**src/rtl/preg_free_list.sv**
```systemverilog
// rtl/preg_free_list.sv - circular free list of physical registers with speculative and architectural heads
// Flush recovery copies the architectural head into the speculative head; no checkpoints are kept.
package buffer_pkgs;
  localparam int PREG_W = 6;
endpackage

module preg_free_list
  import buffer_pkgs::*;
#(
  parameter int NUM_PREGS = 64,
  parameter int NUM_ARCH  = 32
) (
  input  logic              clk_i,
  input  logic              rst_ni,
  input  logic              alloc_req_i,
  output logic              alloc_valid_o,
  output logic [PREG_W-1:0] alloc_preg_o,
  input  logic              commit_retire_i,
  input  logic              commit_free_valid_i,
  input  logic [PREG_W-1:0] commit_free_preg_i,
  input  logic              flush_i,
  output logic [PREG_W:0]   free_count_o,
  output logic              err_o
);

  typedef logic [PREG_W:0]   ptr_t;
  typedef logic [PREG_W-1:0] preg_t;

  preg_t ring_q [NUM_PREGS];
  ptr_t  spec_head_q;
  ptr_t  arch_head_q;
  ptr_t  tail_q;
  logic  err_q;

  ptr_t  occupancy;
  ptr_t  spec_head_d;
  ptr_t  arch_head_d;
  ptr_t  tail_d;
  logic  alloc_fire;
  logic  retire_ok;
  logic  retire_bad;
  logic  release_ok;
  logic  release_bad;

  // Full and empty differ only in the wrap bit, so both counts use the full-width difference.
  assign free_count_o  = tail_q - spec_head_q;
  assign occupancy     = tail_q - arch_head_q;
  assign alloc_valid_o = (free_count_o != '0) && !flush_i;
  assign alloc_preg_o  = ring_q[spec_head_q[PREG_W-1:0]];
  assign err_o         = err_q;

  assign alloc_fire  = alloc_req_i && alloc_valid_o;
  assign retire_bad  = commit_retire_i && (arch_head_q == spec_head_q);
  assign retire_ok   = commit_retire_i && !retire_bad;
  assign release_bad = commit_free_valid_i && (occupancy == ptr_t'(NUM_PREGS));
  assign release_ok  = commit_free_valid_i && !release_bad;

  always_comb begin
    arch_head_d = arch_head_q;
    spec_head_d = spec_head_q;
    tail_d      = tail_q;
    if (retire_ok) begin
      arch_head_d = arch_head_q + ptr_t'(1);
    end
    // A retire in the flush cycle is already folded into arch_head_d.
    if (flush_i) begin
      spec_head_d = arch_head_d;
    end else if (alloc_fire) begin
      spec_head_d = spec_head_q + ptr_t'(1);
    end
    if (release_ok) begin
      tail_d = tail_q + ptr_t'(1);
    end
  end

  always_ff @(posedge clk_i or negedge rst_ni) begin
    if (!rst_ni) begin
      for (int i = 0; i < NUM_PREGS; i++) begin
        ring_q[i] <= (i < NUM_PREGS - NUM_ARCH) ? preg_t'(NUM_ARCH + i) : '0;
      end
      spec_head_q <= '0;
      arch_head_q <= '0;
      tail_q      <= ptr_t'(NUM_PREGS - NUM_ARCH);
      err_q       <= 1'b0;
    end else begin
      if (release_ok) begin
        ring_q[tail_q[PREG_W-1:0]] <= commit_free_preg_i;
      end
      spec_head_q <= spec_head_d;
      arch_head_q <= arch_head_d;
      tail_q      <= tail_d;
      err_q       <= err_q | retire_bad | release_bad;
    end
  end

endmodule
```
**config.mk**
```make
export PLATFORM = sky130hd
export DESIGN_NAME = preg_free_list
export DESIGN_NICKNAME = d
export VERILOG_FILES = /design/src/rtl/preg_free_list.sv
export SDC_FILE = /design/constraint.sdc
export NUM_CORES = 1
export LEC_CHECK = 0
export BUFFER_PORTS_ARGS = -buffer_cell sky130_fd_sc_hd__buf_2
export CAP_MARGIN = 10
export CORE_ASPECT_RATIO = 2
export CORE_MARGIN = 2
export CORE_UTILIZATION = 64
export CTS_CLUSTER_SIZE = 28
export DETAILED_ROUTE_END_ITERATION = 7
export GPL_TIMING_DRIVEN = 1
export HOLD_SLACK_MARGIN = 0.06
export PLACE_DENSITY = 0.8
export SYNTH_ARGS = -nofsm -noshare
export SYNTH_HDL_FRONTEND = slang
export SYNTH_SLANG_ARGS = --single-unit
```
**constraint.sdc**
```tcl
create_clock -name clk_i -period 3.35 [get_ports clk_i]
set_clock_uncertainty 0.15 [all_clocks]
set_input_delay 0.335 -clock clk_i [delete_from_list [all_inputs] [get_ports clk_i]]
set_output_delay 0.335 -clock clk_i [all_outputs]
set_load 0.01 [all_outputs]
```
==> insert_results.sql, run 1 <==
INSERT INTO impl_metrics (metric_group, metric, value, unit) VALUES
('outcome', 'status', 'finished with violations', ''),
('outcome', 'violations', 'setup timing', ''),
('grt', 'grt_first_pass_wirelength', '76.7', 'mm'),
('finish', 'design_area', '23400', 'µm²'),
('setup_path', 'timing.setup.critical_path_class', 'register to primary output', ''),
('yosys', 'synth_top_area_frac', '0.357', ''),
('die', 'die_area', '33600', 'µm²'),
('clocking', 'tritoncts.num_buffers', '36', ''),
('routing', 'vias_per_cell', '6.56', ''),
('yosys', 'synth_area', '20500', 'µm²'),
('sta', 'setup_tns', '-1.55', 'ns'),
('die', 'placeable_core_region', '31500', 'µm²'),
('clocking', 'cts-root-to-sink-buffers', '3', ''),
('grt', 'grt_util_all_layers', '0.304', ''),
('sta', 'timing_worst_slew_pin_value', '0.849', 'ns'),
('routing', 'detailedRoute.firstPassIterationCount', '6', ''),
('yosys', 'synth_flop_cell', 'dfrtp_1', ''),
('sta', 'timing.fmax', '276', 'MHz'),
('sta', 'report.final.hold_viol_count', '0', ''),
('yosys', 'synth-warning-count', '0', ''),
('yosys', 'synth_seq_cells', '406', ''),
('yosys', 'net_count_after_synthesis', '1286', ''),
('yosys', 'syn_inst', '1258', ''),
('min_path', 'hold_class', 'primary input to register', ''),
('yosys', 'sequential_share_of_the_synthesized_area', '0.502', ''),
('min_path', 'whs_path_depth', '3', ''),
('setup_path', 'critPathLaunchType', 'register', ''),
('routing', 'postRouteAntennaNets', '0', ''),
('sta', 'slew-limit-headroom', '0.429', ''),
('finish', 'antenna_cells', '0', ''),
('placed_design', 'gp_routability_congestion', '0.896', ''),
('setup_path', 'rr_worst_depth', '10', ''),
('grt', 'antenna_found_initial', '0', ''),
('setup_path', 'setup.worst_path.end_class', 'primary output', ''),
('sta', 'final_cycle_share', '1.08', ''),
('finish', 'stdcell_count', '1788', ''),
('die', 'die-width', '131', 'µm'),
('sta', 'timing.final.max_slew_violations', '0', ''),
('yosys', 'netlist.top_cell.by_area', 'dfrtp_1', ''),
('die', 'pin_count', '27', ''),
('routing', 'drtIter0Drc', '827', ''),
('setup_path', 'critical_path_at', '3.13', 'ns'),
('clocking', 'numClockSinks', '406', ''),
('routing', 'drc_markers', '0', ''),
('setup_path', 'data_required_time_at_the_worst_endpoint', '2.86', 'ns'),
('sta', 'postLayoutSetupSlackWorst', '-0.267', 'ns'),
('finish', 'finish.net_count', '1366', ''),
('sta', 'setup_viol', '7', ''),
('finish', 'final_cell_mix', '290 x dfrtp_1, 230 x mux2_2, 156 x mux2_4, 126 x mux4_2, 113 x dfstp_2', ''),
('clocking', 'clkLatencyLatePin', '0.54', 'ns'),
('power_and_ir_drop', 'power-per-cell-area', '1010', 'nW/µm²'),
('sta', 'rsz_0062_raised_after_global_routing', 'yes', ''),
('die', 'initial_core_util', '0.651', ''),
('yosys', 'synthesis.area_per_instance', '16.3', 'µm²'),
('finish', 'area_delta_synth_final', '14.1', '%'),
('placed_design', 'dpl-instance-area', '21600', 'µm²'),
('clocking', 'clk_pin_slew_worst_paths', '0.07', 'ns'),
('setup_path', 'critPathMaxFanout', '8', ''),
('die', 'row_count', '92', ''),
('clocking', 'clock_tree.root_cell', 'clkbuf_16', ''),
('finish', 'layout_utilization', '0.743', ''),
('routing', 'via_count', '11724', ''),
('yosys', 'yosys.cell_types.count', '58', ''),
('power_and_ir_drop', 'power.static_leakage', '10.2', 'nW'),
('yosys', 'async_reset_ff_frac', '1.00', ''),
('placed_design', 'placement.io_buffers', '26', ''),
('grt', 'global_route.overflow_total', '0', ''),
('grt', 'grt_max_degree', '82', ''),
('die', 'die_height', '257', 'µm'),
('placed_design', 'dp.cells', '1701', ''),
('routing', 'routed_wire_length_per_instance', '28.1', 'µm'),
('job', 'maxCapViolCount', '0', ''),
('yosys', 'synth_area_leaders', 'dfrtp_1 36%, dfstp_2 14%, mux4_2 14%', ''),
('finish', 'post_route_cells_drive_above_1_share', '0.659', ''),
('power_and_ir_drop', 'irDropWorstVdd', '0.000751', 'V'),
('placed_design', 'hpwl', '33.1', 'mm'),
('finish', 'layout_commonest_cell', 'dfrtp_1', ''),
('grt', 'first_global_vias', '12936', ''),
('clocking', 'htree_num_levels', '2', ''),
('clocking', 'tritoncts_clock_tree', 'done', ''),
('yosys', 'synth_enable_flop_cells', '0', ''),
('sta', 'final_period_minus_worst_setup_slack', '3.62', 'ns'),
('routing', 'drt-total-wl', '50.3', 'mm');
[per-layer routing]
| metal | routed length (µm) | GRT usage |
|---|---|---|
| met1 | 18400 | 0.365 |
| met2 | 27400 | 0.534 |
| met3 | 1860 | 0.0397 |
| met4 | 2620 | 0.143 |
| met5 | 0 | 0 |
[sequential cells by signal (all words and copies together) (netlist names)]
register / cells
arch_head_q: 7
err_o: 1
ring_q: 384
spec_head_q: 7
tail_q: 7
[path summary, 6_finish.rpt]
kind | from | endpoint | slack, ns
worst max-delay path | spec_head_q[0] | alloc_preg_o[5] | -0.27
worst min-delay path | commit_free_valid_i | tail_q[0] | 0.08
worst max register to register | arch_head_q[4] | ring_q[374] | 0.09
worst min register to register | ring_q[190] | ring_q[190] | 0.35
max in group asynchronous | rst_ni | ring_q[321] | 1.86
min in group asynchronous | rst_ni | err_o | 0.22
[metrics by stage]
step	total power, mW	worst slack [ns]	hold slack (ns)
global placement	17.7	0.197	0.220
global route	24.8	-0.301	0.106
CTS	23.0	-0.255	0.0732
finish	23.8	-0.267	0.0805
detailed placement	18.1	0.0665	0.212
floorplan	14.9	0.142	-0.111
[cell type report]
cell class,instances,area [µm²]
tap,423,529
inverter,23,88.8
clock buffer,52,1080
timing repair buffer,130,1350
fill,1885,8120
multi-input combinational,741,9910
sequential,406,10300
clock inverter,13,159
[power breakdown]
part / internal, mW / total (mW) / switching, mW
combinational: 5.80 / 10.9 / 5.13
clock: 2.50 / 4.36 / 1.86
sequential: 7.27 / 8.47 / 1.20
total: 15.6 / 23.8 / 8.19
[timing repair]
item | CTS | global route
cloned | 3 | 3
gates resized for setup | 21 | 34
setup endpoints to repair | 8 | 33
hold buffers | 5 | 0
setup buffers | 4 | 7
pin swaps | 1 | 7
hold endpoints to repair | 79 | 0
[cells in the mapped netlist, types with 4 or more instances]
cell type  number
nor3_4         26
ha_1           15
mux2_2        230
dfrtp_1       293
nor3_2         30
a21oi_1         9
o2111ai_1       7
mux2_4        156
mux4_2        126
buf_1           8
xor2_1          6
nand2_1        23
a21boi_0        5
o211ai_1       12
dfstp_2       113
buf_2          14
nor2_1         10
nor3_1         17
nand2b_1        6
inv_1          20
clkbuf_1       60
xnor2_1        18
o21ai_0         4
[critical path, cell delays in order, from the launching register on]
cell,delay [ns]
dfrtp_4,0.45
buf_12,0.17
buf_16,0.16
mux4_2,0.53
mux4_2,0.59
mux4_2,0.52
buf_6,0.14
[kinds of logic (layout without fill, tap and decap cells)]
logic type,count (synthesis),count (layout),synth area share
mux,513,513,0.379
flops,406,406,0.502
simple gates,136,136,0.0550
buf+inv,111,218,0.0236
compound gates,52,52,0.0202
xor+xnor,24,24,0.0102
fa+ha+maj,16,16,0.0101
Power figures use the tool's default switching activity.
==> run 2: changes to the inputs <==
CORE_MARGIN = not set   (was 2)
CORE_UTILIZATION = 50   (was 64)
PLACE_DENSITY = 0.67   (was 0.8)
==> run 2 against run 1 <==
Against the previous run:
- largest cell class unchanged
- clock power is 3% higher
- core utilization is 16 points lower
- critical endpoint is now alloc_preg_o[3]
- combinational power shrank 4%
- non-clock buffer count up 22
- die area grew 25%
- cell area up 0.97%
- power decreased by 1.5%
- count of clock-buffer cells in the layout increased by 1
- the run still ends with setup timing left
==> insert_results.sql, run 2 (same netlist as run 1, synthesis figures left out) <==
INSERT INTO impl_metrics (metric_group, metric, value, unit) VALUES
('clocking', 'htree_num_levels', '2', ''),
('finish', 'largest-register', 'ring_q', ''),
('finish', 'layout_utilization', '0.586', ''),
('sta', 'timing.fmax', '274', 'MHz'),
('clocking', 'clock_tree.root_cell', 'clkbuf_16', ''),
('min_path', 'hold_class', 'primary input to register', ''),
('finish', 'antenna_cells', '0', ''),
('grt', 'first_global_vias', '12699', ''),
('sta', 'final_cycle_share', '1.09', ''),
('setup_path', 'rr_worst_depth', '10', ''),
('power_and_ir_drop', 'irDropWorstVdd', '0.000498', 'V'),
('routing', 'via_count', '11428', ''),
('setup_path', 'critical_path_at', '3.16', 'ns'),
('sta', 'setup_viol', '7', ''),
('min_path', 'whs_path_depth', '2', ''),
('placed_design', 'dp.cells', '1833', ''),
('sta', 'timing_worst_slew_pin_value', '0.904', 'ns'),
('die', 'row_count', '104', ''),
('finish', 'area_delta_synth_final', '15.2', '%'),
('grt', 'grt_first_pass_wirelength', '80.2', 'mm'),
('sta', 'setup_tns', '-1.68', 'ns'),
('routing', 'drc_markers', '0', ''),
('setup_path', 'critPathLaunchType', 'register', ''),
('sta', 'final_period_minus_worst_setup_slack', '3.65', 'ns'),
('setup_path', 'data_required_time_at_the_worst_endpoint', '2.86', 'ns'),
('routing', 'drt-total-wl', '51.2', 'mm'),
('sta', 'timing.final.max_slew_violations', '0', ''),
('setup_path', 'crit_path_top_delay_cell', 'mux4_2', ''),
('sta', 'whs', '0.147', 'ns'),
('die', 'initial_core_util', '0.509', ''),
('setup_path', 'critPathMaxFanout', '10', ''),
('setup_path', 'r2r_setup_slack', '0.08', 'ns'),
('outcome', 'violations', 'setup timing', ''),
('setup_path', 'setup.worst_path.end_class', 'primary output', ''),
('routing', 'drtIter0Drc', '487', ''),
('sta', 'report.final.hold_viol_count', '0', ''),
('clocking', 'clkLatencyLatePin', '0.54', 'ns'),
('power_and_ir_drop', 'power_report.internal_total', '15.4', 'mW'),
('min_path', 'hold_path_end', 'ring_q[13]', ''),
('sta', 'postLayoutSetupSlackWorst', '-0.298', 'ns'),
('grt', 'antenna_found_initial', '0', ''),
('placed_design', 'hpwl', '35.0', 'mm'),
('setup_path', 'critical_path.startpoint', 'spec_head_q[0]', ''),
('power_and_ir_drop', 'power.static_leakage', '10.3', 'nW'),
('finish', 'regArea', '10300', 'µm²'),
('finish', 'final_cell_mix', '291 x dfrtp_1, 230 x mux2_2, 156 x mux2_4, 126 x mux4_2, 113 x dfstp_2', ''),
('routing', 'detailedRoute.firstPassIterationCount', '4', ''),
('routing', 'routed_wire_length_per_instance', '26.6', 'µm'),
('outcome', 'status', 'finished with violations', ''),
('finish', 'post_route_cells_drive_above_1_share', '0.654', ''),
('sta', 'slew-limit-headroom', '0.398', ''),
('setup_path', 'worst_path_most_repeated_cell', 'mux4_2', ''),
('job', 'maxCapViolCount', '0', ''),
('power_and_ir_drop', 'p_sw_frac', '0.341', ''),
('die', 'placeable_core_region', '40300', 'µm²'),
('routing', 'postRouteAntennaNets', '0', ''),
('finish', 'finish.net_count', '1390', ''),
('finish', 'largest_register_ffs', '384', ''),
('setup_path', 'critical-path-top-delay-family', 'multiplexers', ''),
('sta', 'rsz_0062_raised_after_global_routing', 'yes', ''),
('routing', 'vias_per_cell', '5.95', ''),
('setup_path', 'cp.buffers_inverters', '3', ''),
('setup_path', 'worst_r2r_startpoint', 'arch_head_q[5]', ''),
('setup_path', 'worst-path-stages', '6', ''),
('power_and_ir_drop', 'net-switching-power', '7.98', 'mW'),
('grt', 'grt_max_degree', '88', ''),
('setup_path', 'timing.setup.critical_path_class', 'register to primary output', ''),
('setup_path', 'regToRegEndpoint', 'ring_q[355]', ''),
('finish', 'stdcell_count', '1922', ''),
('finish', 'multi_input_area', '9870', 'µm²'),
('clocking', 'numClockSinks', '406', ''),
('power_and_ir_drop', 'power.share.clock', '0.193', ''),
('placed_design', 'gp_routability_congestion', '0.852', ''),
('clocking', 'tritoncts.num_buffers', '38', ''),
('power_and_ir_drop', 'power', '23.4', 'mW'),
('clocking', 'clk_pin_slew_worst_paths', '0.07', 'ns'),
('die', 'die-width', '145', 'µm'),
('finish', 'n_fill_cell', '3122', ''),
('die', 'die_height', '289', 'µm'),
('power_and_ir_drop', 'sequentialPowerShare', '0.359', ''),
('grt', 'global_route.overflow_total', '0', ''),
('die', 'die_area', '41900', 'µm²'),
('power_and_ir_drop', 'comb_power_share', '0.448', ''),
('grt', 'grt_util_all_layers', '0.256', ''),
('finish', 'layout_commonest_cell', 'dfrtp_1', ''),
('power_and_ir_drop', 'power-per-cell-area', '989', 'nW/µm²'),
('clocking', 'cts-root-to-sink-buffers', '3', ''),
('setup_path', 'critical_path.max_stage_delay', '0.58', 'ns'),
('placed_design', 'placement.io_buffers', '26', ''),
('die', 'pin_count', '27', ''),
('min_path', 'min-delay-start', 'commit_free_preg_i[1]', ''),
('setup_path', 'path_cells', 'buf_12 -> buf_12 -> mux4_2 -> mux4_2 -> mux4_2 -> buf_6', ''),
('clocking', 'tritoncts_clock_tree', 'done', '');
==> run 2: cell count changes in the layout (fill, tap and decap cells not counted), sizes merged <==
cell         delta
clkinvlp        +3
clkinv          -1
bufinv          +1
clkbuf          -2
dlygate4sd3     +1
inv             +1
buf            +24
==> run 2: per-stage QoR <==
stage,cell area [µm²],setup slack [ns]
6_report,23700,-0.298
5_1_grt,23700,-0.333
4_1_cts,23600,-0.325
3_5_place_dp,22000,0.103
3_3_place_gp,22000,0.0899
2_1_floorplan,20500,0.142
==> run 2: power by group through the flow <==
stage | clock, mW | sequential (mW) | combinational (mW)
floorplan | 0 | 8.01 | 6.91
global placement | 0 | 8.33 | 9.57
detailed placement | 0 | 8.43 | 9.72
CTS | 4.62 | 8.38 | 10.4
global route | 4.79 | 8.63 | 11.1
finish | 4.51 | 8.40 | 10.5
==> run 2: timing repair <==
| action | in CTS | in global routing |
|---|---|---|
| setup buffers | 10 | 2 |
| cloned | 3 | 0 |
| setup endpoints to repair | 7 | 20 |
| hold buffers | 6 | 0 |
| endpoints found under the hold margin | 65 | 0 |
| gates resized for setup | 23 | 13 |
| pin swaps | 2 | 5 |
==> run 2: how the worst max path moves through the flow <==
stage / endpoint / slack, ns
floorplan: alloc_valid_o / 0.14
detailed placement: ring_q[8] / 0.10
finish: alloc_preg_o[3] / -0.30
CTS: alloc_preg_o[1] / -0.33
global placement: ring_q[11] / 0.09
global route: alloc_preg_o[1] / -0.33
==> run 2: layout make-up <==
class	instances	area share
inverters	23	0.00365
repair buffers	152	0.0613
well taps	530	0.0280
clock buffers	53	0.0447
flip-flops and latches	406	0.436
clock inverters	17	0.00926
multi-input cells	741	0.417
==> run 2: layer usage <==
layer | share of wire | global-route usage | routed length [µm] | vias to the layer above
li1 | - | - | - | 4945
met1 | 0.38 | 0.303 | 19300 | 6167
met4 | 0.049 | 0.128 | 2520 | 0
met2 | 0.54 | 0.463 | 27900 | 218
met3 | 0.028 | 0.0265 | 1440 | 98
met5 | 0 | 0 | 0 | -
==> run 2: worst register-to-register path, stage by stage (launching register included) <==
cell      delay (ns)
dfrtp_1         0.43
inv_1           0.09
ha_1            0.34
a21oi_1         0.23
a21o_1          0.14
a22o_2          0.18
o311ai_4        0.12
buf_12          0.18
nor3_1          0.65
buf_4           0.29
mux2_2          0.34
